$ cat src/rtl/nec_prefetch.sv
// Instruction prefetch queue: 8-byte ring of code bytes fed by 16-bit bus fetches.
// Valid bytes occupy [decode_pc, fetch_ptr); each byte lives in slot addr[2:0].
module nec_prefetch (
  input  logic             clk,
  input  logic             reset_n,
  input  logic             ce_1,
  input  logic             ce_2,
  input  logic             set_pc,
  input  logic [15:0]      new_pc,
  input  logic [15:0]      decode_pc,
  output logic [7:0][7:0]  ipq,
  output logic [3:0]       ipq_len,
  output logic             bus_req,
  output logic [15:0]      bus_addr,
  input  logic             bus_ack,
  input  logic [15:0]      bus_rdata
);

  typedef enum logic [1:0] {IDLE, REQ, DRAIN} state_t;

  state_t      state, state_nx;
  logic [15:0] fetch_ptr, fetch_ptr_nx, addr_nx, len_full;
  logic [2:0]  slot, slot_hi;
  logic        ce, room, wr_pair, wr_odd;

  assign ce       = ce_1 | ce_2;
  assign len_full = fetch_ptr - decode_pc;
  assign ipq_len  = len_full[3:0];
  assign slot     = fetch_ptr[2:0];
  assign slot_hi  = slot + 3'd1;
  assign bus_req  = (state != IDLE);

  // An odd fetch pointer only takes the high byte of the word, so one free slot suffices.
  assign room = fetch_ptr[0] ? (ipq_len <= 4'd7) : (ipq_len <= 4'd6);

  always_comb begin
    state_nx     = state;
    fetch_ptr_nx = fetch_ptr;
    addr_nx      = bus_addr;
    wr_pair      = 1'b0;
    wr_odd       = 1'b0;
    case (state)
      IDLE: begin
        if (set_pc) begin
          fetch_ptr_nx = new_pc;
        end else if (room) begin
          state_nx = REQ;
          addr_nx  = {fetch_ptr[15:1], 1'b0};
        end
      end
      REQ: begin
        if (set_pc) begin
          fetch_ptr_nx = new_pc;
          state_nx     = bus_ack ? IDLE : DRAIN;
        end else if (bus_ack) begin
          state_nx = IDLE;
          if (fetch_ptr[0]) begin
            wr_odd       = 1'b1;
            fetch_ptr_nx = fetch_ptr + 16'd1;
          end else begin
            wr_pair      = 1'b1;
            fetch_ptr_nx = fetch_ptr + 16'd2;
          end
        end
      end
      DRAIN: begin
        // The in-flight word belongs to the old stream; wait it out and drop it.
        if (set_pc)  fetch_ptr_nx = new_pc;
        if (bus_ack) state_nx     = IDLE;
      end
      default: state_nx = IDLE;
    endcase
  end

  always_ff @(posedge clk) begin
    if (!reset_n) begin
      state     <= IDLE;
      fetch_ptr <= 16'h0000;
      bus_addr  <= 16'h0000;
    end else if (ce) begin
      state     <= state_nx;
      fetch_ptr <= fetch_ptr_nx;
      bus_addr  <= addr_nx;
    end
  end

  always_ff @(posedge clk) begin
    if (!reset_n) begin
      ipq <= '0;
    end else if (ce) begin
      if (wr_pair) begin
        ipq[slot]    <= bus_rdata[7:0];
        ipq[slot_hi] <= bus_rdata[15:8];
      end else if (wr_odd) begin
        ipq[slot] <= bus_rdata[15:8];
      end
    end
  end

endmodule

$ cat config.mk
export PLATFORM = sky130hd
export DESIGN_NAME = nec_prefetch
export DESIGN_NICKNAME = d
export VERILOG_FILES = /design/src/rtl/nec_prefetch.sv
export SDC_FILE = /design/constraint.sdc
export NUM_CORES = 1
export LEC_CHECK = 0
export ABC_CLOCK_PERIOD_IN_PS = 3100
export CAP_MARGIN = 20
export CORE_MARGIN = 4
export CORE_UTILIZATION = 46
export DETAILED_ROUTE_END_ITERATION = 8
export GPL_TIMING_DRIVEN = 0
export HOLD_SLACK_MARGIN = 0.03
export PLACE_DENSITY = 0.81
export SETUP_SLACK_MARGIN = 0.1
export SYNTH_ARGS = -nofsm -noshare
export SYNTH_HDL_FRONTEND = slang
export SYNTH_SLANG_ARGS = --single-unit
export TNS_END_PERCENT = 50
$ cat constraint.sdc
create_clock -name clk -period 3.1 [get_ports clk]
set_input_delay 0.465 -clock clk [delete_from_list [all_inputs] [get_ports clk]]
set_output_delay 0.465 -clock clk [all_outputs]
set_load 0.03 [all_outputs]
==> flow_metrics.py <==
metrics = {
    "die": {
        "die_height_um": 104.5,
        "initial_core_util_pct": 48.21,
        "die-area_sq_um": 10930,
        "coreArea_sq_um": 8891,
        "io_pins": 139,
        "die_w_um": 104.5,
        "fp-row-count": 34,
    },
    "yosys": {
        "netlist_area_sq_um": 4287,
        "async_flop_share_pct": 0,
        "synth_nets": 566,
        "yosys_warnings": 0,
        "yosysUniqueCellTypes": 56,
        "ys_seq_elements": 97,
        "synth_ff_type": "dfxtp_1",
        "synth.area.top_cells": "dfxtp_1 (45%), nand2_1 (8.8%), a21oi_1 (5.7%), a32o_1 (5.6%), nand3_1 (5.0%)",
        "synth_common_cells": "nand2_1 (100), dfxtp_1 (97), a21oi_1 (49)",
        "synth.most_common_cell": "nand2_1",
        "syn_inst": 500,
        "yosysSeqAreaShare_pct": 45.30,
        "synth.avg_cell_area_sq_um": 8.573,
        "yosysTopAreaCell": "dfxtp_1",
        "synth-edff-count": 0,
        "synth_top_area_share_pct": 45.30,
    },
    "placement": {
        "routabilityCongestion": 0.8907,
        "numPortBuffers": 125,
        "dp_hpwl_um": 9437,
        "place_area_sq_um": 5673,
        "dp_cells": 733,
    },
    "clock_tree": {
        "clock_latency_ns": 0.36,
        "clock-sinks": 97,
        "cts-hold-fix-buffers": 0,
        "cts_resized": 1,
        "cts_buffer_depth": 2,
        "h-tree-depth": 3,
        "clock-root-buffer": "clkbuf_8",
        "cts_buffers": 9,
        "post_cts_buffers": 0,
        "clk_pin_slew_ns": 0.10,
        "cts_tree": "yes",
    },
    "pwr": {
        "power_density_nw_per_um2": 457.3,
        "seqPwrFrac_pct": 48.1,
        "comb_power_share_pct": 15.8,
        "switchingPower_mw": 0.7211,
        "ir_worst_vdd_mv": 0.2347,
        "swShare_pct": 26.67,
        "leakage_nw": 2.063,
        "clock_power_share_pct": 36.1,
        "p_int_mw": 1.983,
        "power_mw": 2.704,
    },
    "global_routing": {
        "grt_pass1_wl_um": 20280,
        "grt.overflow.total": 0,
        "globalRouteMet2Util_pct": 36.49,
        "grt-busiest-layer": "met2",
        "grt_usage_pct": 22.34,
        "grt_max_degree": 17,
        "met3_usage_pct": 3.514,
        "grt_pass1_vias": 4123,
        "antenna_found_initial": 0,
        "use_met1_pct": 29.65,
    },
    "sta": {
        "drv_slew": 0,
        "finalHoldViolations": 0,
        "rsz0062_at_grt": "yes",
        "min_period_over_period_pct": 94.76,
        "finalSetupViolCount": 0,
        "period_needed_ns": 2.938,
        "fmax_mhz": 340.4,
        "skew_ns": 0.01291,
        "worst_pin_slew_ns": 0.7426,
        "relSlewSlack_pct": 50.40,
    },
    "drt": {
        "dr.pass1.iters": 5,
        "drt_wl_total_um": 12510,
        "drt_iter0_markers": 228,
        "ant_nets": 0,
        "viasPerCell": 5.757,
        "route.detailed.drc": 0,
        "vias": 4306,
        "wl_per_cell_um": 16.72,
    },
    "worst_setup_path": {
        "critPathRequiredTime_ns": 2.63,
        "critPathKind": "reg2out",
        "end_kind": "output port",
        "arrival_ns": 2.47,
        "crit_path_start_kind": "flop",
        "cp_max_fo": 7,
    },
    "final_layout": {
        "areaGrowthSynthToFinish_pct": 37.95,
        "finalNetCount": 702,
        "antenna_cells": 0,
        "fill_cells": 760,
        "regArea_sq_um": 1942,
        "drive_gt1_share_pct": 4.844,
        "multi_input_area_sq_um": 2146,
        "stdcell_area_sq_um": 5913,
        "final_cells": 748,
    },
    "job": {
        "maxCapViolCount": 0,
    },
    "min_path": {
        "hold_path.class": "reg2reg",
    },
    "run_status": {
        "status": "finished, final reports clean",
    },
}
-- placed cells by master (no fill, tap or decap), types with 5 or more instances in the layout --
cell type,count
clkdlybuf4s50_1,123
nand2_1,100
dfxtp_1,97
a21oi_1,49
nand3_1,43
clkbuf_1,25
a32o_1,24
o21ai_0,22
nor2_1,18
mux2i_1,15
ha_1,11
clkbuf_8,9
inv_1,8
a31oi_1,7
nor3_1,6
and3_1,6
buf_2,5
-- area by class of cell --
type | instances | area share, %
multi-input combinational | 359 | 36.29
sequential | 97 | 32.84
timing repair buffer | 125 | 21.18
buffer | 35 | 2.793
tap | 108 | 2.285
clock buffer | 9 | 2.095
clock inverter | 6 | 1.947
inverter | 9 | 0.5713
-- power by group through the flow --
stage | combinational (mW) | sequential (mW) | clock [mW]
final | 0.427 | 1.30 | 0.977
after global routing | 0.459 | 1.30 | 1.04
after CTS | 0.426 | 1.30 | 0.985
after detailed placement | 0.426 | 1.33 | 0
after global placement | 0.417 | 1.33 | 0
after floorplan | 0.238 | 1.34 | 0
-- worst max-delay path, cell delays in order (launching register included) --
cell             delay [ns]
dfxtp_1                0.33
buf_2                  0.18
inv_1                  0.17
ha_1                   0.20
inv_1                  0.05
fa_1                   0.50
clkdlybuf4s50_1        0.67
-- through the flow --
stage	worst slack (ns)	util (%)	hold slack, ns	TNS [ns]
finish	0.1624	66.51	0.4587	0
global route	0.03939	66.51	0.4712	0
CTS	0.007968	66.48	0.4594	0
detailed placement	-0.09108	63.81	0.4456	-0.09108
global placement	-0.06643	63.81	0.4379	-0.06643
floorplan	0.5159	-	0.4597	0
-- registers in the layout, indices dropped and copies added, names as in the netlist --
name and cells:
state 2, bus_addr 15, fetch_ptr 16, ipq 64
-- final timing paths --
path | depth (start not counted) | endpoint | slack, ns | from
worst max-delay path | 6 | ipq_len[1] | 0.16 | fetch_ptr[0]
worst min-delay path | 2 | ipq[0] | 0.46 | ipq[0]
worst max register to register | 10 | bus_addr[9] | 0.61 | fetch_ptr[0]
worst min register to register | 2 | ipq[0] | 0.46 | ipq[0]
-- layer usage --
metal	part of all wire (%)	wire length, um	vias to the layer above
met2	47	5934	177
met3	6.0	752	22
met1	44	5564	2050
li1	-	-	2057
met5	0	0	-
met4	2.1	257	0
-- cells by family (layout without fill, tap and decap cells) --
| kind of cell | count (synthesis) | after routing | synth area share, % |
|---|---|---|---|
| compound gates | 123 | 123 | 19.09 |
| xor+xnor | 6 | 6 | 1.226 |
| fa+ha+maj | 12 | 12 | 3.678 |
| buf+inv | 44 | 184 | 4.641 |
| flops | 97 | 97 | 45.30 |
| mux | 16 | 16 | 3.765 |
| other cells | 1 | 1 | 0.08748 |
| simple gates | 201 | 201 | 22.21 |
Power figures use the tool's default switching activity.
